--- config.mk ---
export PLATFORM = sky130hd
export DESIGN_NAME = mcmc_step_scheduler
export DESIGN_NICKNAME = d
export VERILOG_FILES = /design/src/rtl/mcmc_step_scheduler.sv
export SDC_FILE = /design/constraint.sdc
export NUM_CORES = 1
export LEC_CHECK = 0
export ABC_AREA = 0
export CAP_MARGIN = 25
export CORE_ASPECT_RATIO = 1.5
export CORE_MARGIN = 1
export CORE_UTILIZATION = 54
export CTS_BUF_LIST = sky130_fd_sc_hd__clkbuf_2 sky130_fd_sc_hd__clkbuf_4 sky130_fd_sc_hd__clkbuf_8
export DETAILED_ROUTE_END_ITERATION = 8
export GPL_ROUTABILITY_DRIVEN = 1
export PLACE_DENSITY = 0.89
export SYNTH_ARGS = -nofsm -noshare
export SYNTH_HDL_FRONTEND = slang
export SYNTH_SLANG_ARGS = --single-unit
--- constraint.sdc ---
create_clock -name in_clock -period 3.2 [get_ports in_clock]
set_input_delay 0.8 -clock in_clock [delete_from_list [all_inputs] [get_ports in_clock]]
set_output_delay 0.8 -clock in_clock [all_outputs]
set_load 0.05 [all_outputs]
--- src/rtl/mcmc_step_scheduler.sv ---
// Iteration sequencer for the MCMC sampler: chooser enable, latch chosen variable, dispatch to its proposal unit.
// Latency: 3 cycles minimum per iteration (CHOOSE, LATCH, one DISPATCH); every output is a flop.
// Backpressure: a unit request is held until that unit's done; a watchdog bounds the wait; abort wins over all.
module mcmc_step_scheduler #(
    parameter int IDX_W          = 8,
    parameter int ITER_W         = 16,
    parameter int TIMEOUT_CYCLES = 1024
) (
    input  logic              in_clock,
    input  logic              in_reset,
    input  logic              in_start,
    input  logic              in_abort,
    input  logic [ITER_W-1:0] in_iterations,
    output logic              out_chooser_enable,
    input  logic [1:0]        in_choosen_type,
    input  logic [IDX_W-1:0]  in_choosen_index,
    output logic [1:0]        out_var_type,
    output logic [IDX_W-1:0]  out_var_index,
    output logic              out_bool_req,
    output logic              out_int_req,
    output logic              out_disc_req,
    input  logic              in_bool_done,
    input  logic              in_int_done,
    input  logic              in_disc_done,
    output logic              out_busy,
    output logic              out_done,
    output logic              out_error,
    output logic [ITER_W-1:0] out_iteration_count
);
    localparam int WD_W = (TIMEOUT_CYCLES > 2) ? $clog2(TIMEOUT_CYCLES) : 1;
    // Last watchdog value seen in DISPATCH; the edge leaving it lands on TIMEOUT_CYCLES-1.
    localparam logic [WD_W-1:0] WD_LAST = WD_W'(TIMEOUT_CYCLES - 2);

    localparam logic [1:0] TYPE_BOOL = 2'd0;
    localparam logic [1:0] TYPE_INT  = 2'd1;
    localparam logic [1:0] TYPE_DISC = 2'd2;
    localparam logic [1:0] TYPE_INV  = 2'd3;

    typedef enum logic [1:0] {IDLE, CHOOSE, LATCH, DISPATCH} state_t;

    state_t            state, state_nxt;
    logic [ITER_W-1:0] target, target_nxt;
    logic [WD_W-1:0]   wd, wd_nxt;
    logic [ITER_W-1:0] count_nxt;
    logic [ITER_W-1:0] count_inc;
    logic [1:0]        var_type_nxt;
    logic [IDX_W-1:0]  var_index_nxt;
    logic              bool_req_nxt, int_req_nxt, disc_req_nxt;
    logic              enable_nxt, done_nxt, error_nxt, busy_nxt;
    logic              unit_done;

    assign count_inc = out_iteration_count + 1'b1;
    assign unit_done = (out_bool_req & in_bool_done) |
                       (out_int_req  & in_int_done)  |
                       (out_disc_req & in_disc_done);

    always_comb begin
        state_nxt     = state;
        target_nxt    = target;
        wd_nxt        = wd;
        count_nxt     = out_iteration_count;
        var_type_nxt  = out_var_type;
        var_index_nxt = out_var_index;
        bool_req_nxt  = 1'b0;
        int_req_nxt   = 1'b0;
        disc_req_nxt  = 1'b0;
        enable_nxt    = 1'b0;
        done_nxt      = 1'b0;
        error_nxt     = out_error;

        if (in_abort && state != IDLE) begin
            state_nxt = IDLE;
        end else begin
            case (state)
                IDLE: begin
                    if (in_start) begin
                        error_nxt  = 1'b0;
                        count_nxt  = '0;
                        target_nxt = in_iterations;
                        if (in_iterations == '0) begin
                            done_nxt = 1'b1;
                        end else begin
                            state_nxt  = CHOOSE;
                            enable_nxt = 1'b1;
                        end
                    end
                end
                CHOOSE: begin
                    state_nxt = LATCH;
                end
                LATCH: begin
                    var_type_nxt  = in_choosen_type;
                    var_index_nxt = in_choosen_index;
                    wd_nxt        = '0;
                    case (in_choosen_type)
                        TYPE_BOOL: bool_req_nxt = 1'b1;
                        TYPE_INT:  int_req_nxt  = 1'b1;
                        TYPE_DISC: disc_req_nxt = 1'b1;
                        default:   ;
                    endcase
                    if (in_choosen_type == TYPE_INV) begin
                        error_nxt = 1'b1;
                        state_nxt = IDLE;
                    end else begin
                        state_nxt = DISPATCH;
                    end
                end
                DISPATCH: begin
                    // A done arriving on the timeout cycle still completes the iteration.
                    if (unit_done) begin
                        count_nxt = count_inc;
                        if (count_inc == target) begin
                            state_nxt = IDLE;
                            done_nxt  = 1'b1;
                        end else begin
                            state_nxt  = CHOOSE;
                            enable_nxt = 1'b1;
                        end
                    end else if (wd == WD_LAST) begin
                        error_nxt = 1'b1;
                        state_nxt = IDLE;
                    end else begin
                        wd_nxt       = wd + 1'b1;
                        bool_req_nxt = out_bool_req;
                        int_req_nxt  = out_int_req;
                        disc_req_nxt = out_disc_req;
                    end
                end
                default: state_nxt = IDLE;
            endcase
        end

        busy_nxt = (state_nxt != IDLE);
    end

    always_ff @(posedge in_clock or negedge in_reset) begin
        if (!in_reset) begin
            state               <= IDLE;
            target              <= '0;
            wd                  <= '0;
            out_iteration_count <= '0;
            out_var_type        <= '0;
            out_var_index       <= '0;
            out_bool_req        <= 1'b0;
            out_int_req         <= 1'b0;
            out_disc_req        <= 1'b0;
            out_chooser_enable  <= 1'b0;
            out_done            <= 1'b0;
            out_error           <= 1'b0;
            out_busy            <= 1'b0;
        end else begin
            state               <= state_nxt;
            target              <= target_nxt;
            wd                  <= wd_nxt;
            out_iteration_count <= count_nxt;
            out_var_type        <= var_type_nxt;
            out_var_index       <= var_index_nxt;
            out_bool_req        <= bool_req_nxt;
            out_int_req         <= int_req_nxt;
            out_disc_req        <= disc_req_nxt;
            out_chooser_enable  <= enable_nxt;
            out_done            <= done_nxt;
            out_error           <= error_nxt;
            out_busy            <= busy_nxt;
        end
    end
endmodule

==> impl_metrics.csv <==
group,metric,value,unit
synth,postSynth.asyncResetShare,100.0,%
critical_path,r2r_cells,8,
timing,finalSetupViolCount,0,
grt,antenna_found_initial,0,
die,io_pins,66,
grt,grt_max_degree,41,
die,chipHeight,100.6,um
timing,rsz0062_at_grt,"no",
critical_path,critPathArrivalTime,3.06,ns
clock_network,cts_made_buffers,9,
critical_path,cp_max_fo,12,
timing,skew,0.006315,ns
clock_network,cts-root-buf,"clkbuf_8",
critical_path,r2r-end,"out_busy",
clock_network,cts_tree,"done",
cells_and_area,antenna_cells,0,
timing,worst_hold_slack,0.4865,ns
placed_design,hpwl,6.268,mm
die,design.core.area,6218,um2
synth,ys_seq_elements,61,
grt,track_usage,27.99,%
detailed_routing,drt_iter0_drc,300,
die,die_area,6818,um2
min_path,hold_path_class,"reg2reg",
clock_network,cts-resized-gates,0,
detailed_routing,postRouteAntennaNets,0,
placed_design,dp.cells,494,
status,status,"finished clean",
timing,slew_headroom,40.92,%
clock_network,clk_pin_slew,0.07,ns
cells_and_area,final_common_cell,"clkdlybuf4s50_1",
critical_path,r2r_start,"out_iteration_count[0]",
grt,grt_pass1_vias,3129,
timing,fin_crit_sh,87.56,%
power_and_ir_drop,p_per_area,785.6,nW/um2
placed_design,io_buffers,65,
timing,worst_pin_slew,0.8862,ns
clock_network,post_cts_buffers,0,
detailed_routing,detail_route.vias_per_cell,6.191,
clock_network,cts.htree.levels,3,
synth,synth.yosys.seq_area_share,43.59,%
timing,max_freq,356.9,MHz
die,die_x,67.76,um
min_path,hold_start,"out_var_type[1]",
timing,hold_violations,0,
timing,fin_crit,2.802,ns
cells_and_area,post-route-util,71.37,%
critical_path,crit_path_end_kind,"register",
cells_and_area,fillers,453,
power_and_ir_drop,ir_drop,0.6061,mV
grt,grt_pass1_wl,14.20,mm
cells_and_area,fin_cells,509,
synth,synth.avg_cell_area,9.569,um2
clock_network,worstSkewPairLatency,0.34,ns
placed_design,gp_congestion,0.9200,
min_path,holdPathStages,2,
timing,setup_tns,0,ns
synth,synth_top_area_cell,"dfrtp_1",
critical_path,cp-start-kind,"input port",
cells_and_area,layout-drive-gt1-share,12.18,%
detailed_routing,wl_per_cell,17.06,um
synth,syn_area,3502,um2
synth,synth_fp_nets,406,
cells_and_area,syn_to_final_growth,26.72,%
critical_path,required,3.46,ns
job,cap_violations,0,
grt,gr-total-overflow,0,
synth,netlist.area_leader.share,43.59,%
synth,synth-edff-count,0,
clock_network,holdBufCountCts,0,
synth,ys_warn_count,0,
synth,yosys.cell_types.count,55,
critical_path,crit_start,"in_bool_done",
detailed_routing,vias,3151,
power_and_ir_drop,p_total,3.487,mW
clock_network,cts_sinks,61,
detailed_routing,drc,0,
detailed_routing,firstDrtPassIters,5,
cells_and_area,nNetsFinal,471,
synth,ys.flop_type,"dfrtp_1",
power_and_ir_drop,leakage,1.795,nW
die,start_util,56.32,%
die,rows,35,
critical_path,worst-setup-path-type,"in2reg",
synth,netlist_instances,366,
critical_path,r2r_slack,0.44,ns
clock_network,cts_buffer_depth,2,
min_path,hold_end,"out_var_type[1]",
synth,ys_top_cells_by_area,"dfrtp_1, mux2_2, nand2_1, o21ai_0, xnor2_1",
cells_and_area,final_cell_mix,"clkdlybuf4s50_1, dfrtp_1, nand2_1",
timing,finalMaxSlewViolations,0,
detailed_routing,drt_wl_total,8.686,mm
## worst max path at each step
stage | to | slack (ns) | cells past startpoint
floorplan | out_busy | 0.59 | 8
global placement | wd[8] | 0.18 | 8
detailed placement | wd[8] | 0.07 | 8
CTS | wd[8] | 0.43 | 8
global route | wd[8] | 0.19 | 8
finish | wd[8] | 0.40 | 8
## sequential cells by signal, indices dropped and copies added, names as in the netlist
register,count
out_var_type,2
out_disc_req,1
out_chooser_enable,1
out_error,1
out_done,1
out_int_req,1
target,16
out_iteration_count,16
state,2
out_busy,1
out_var_index,8
wd,10
out_bool_req,1
## area by class of cell
type | instances | area [um2] | area share [%]
clock buffers | 11 | 151.4 | 3.411
clock inverters | 4 | 95.09 | 2.143
inverters | 13 | 48.80 | 1.100
multi-input cells | 275 | 1833 | 41.30
flip-flops and latches | 61 | 1526 | 34.40
well taps | 74 | 92.59 | 2.086
repair buffers | 71 | 690.7 | 15.56
## synth_stat cells (3+ instances only)
master,number
a21oi_1,13
a222oi_1,3
ha_1,7
nor2_1,22
dfrtp_1,61
buf_4,4
clkbuf_1,6
nand3_2,3
o41ai_1,4
xnor2_1,15
buf_2,6
nand4_1,8
o31ai_1,11
nor4_1,8
and3_1,6
nand2b_1,6
nor2b_1,7
o21ai_0,27
mux2_2,25
o21ai_1,3
nor3_1,5
inv_1,13
nand3_1,13
xor2_1,7
nand2_1,42
## routing by layer
| metal | share of wire, % | global-route usage (%) | vias up | wire, um |
|---|---|---|---|---|
| li1 | - | - | 1474 | - |
| met1 | 38 | 30.01 | 1491 | 3283 |
| met2 | 53 | 49.35 | 154 | 4590 |
| met3 | 5.8 | 6.900 | 32 | 502 |
| met4 | 3.6 | 13.58 | 0 | 309 |
| met5 | 0 | 0 | - | 0 |
## power breakdown
part / internal, mW / leakage, nW / switching (mW) / total, mW
Combinational: 0.613 / 0.883 / 0.868 / 1.48
Clock: 0.554 / 0.125 / 0.293 / 0.847
Sequential: 0.988 / 0.786 / 0.171 / 1.16
## worst max-delay path: stages
cell and delay (ns):
clkdlybuf4s50_1 0.41, a222oi_1 0.61, o311ai_1 0.25, a21o_1 0.33, inv_1 0.12, nand2_1 0.13, or3_1 0.34, o21ai_0 0.07
## through the flow
step,setup slack (ns),instance area (um2)
3_5_place_dp,0.06593,4192
6_report,0.3981,4438
3_3_place_gp,0.1786,4192
5_1_grt,0.1934,4438
2_1_floorplan,0.5852,3502
4_1_cts,0.4312,4438
## cell families (layout without fill, tap and decap cells)
logic type | count (synthesis) | count (layout) | synth area share, %
compound gates | 86 | 86 | 15.93
xor+xnor | 22 | 22 | 5.502
fa+ha+maj | 7 | 7 | 2.501
buf+inv | 30 | 99 | 4.073
flops | 61 | 61 | 43.59
mux | 25 | 25 | 8.039
simple gates | 135 | 135 | 20.36
No activity file was read; power rests on OpenSTA's default activity.
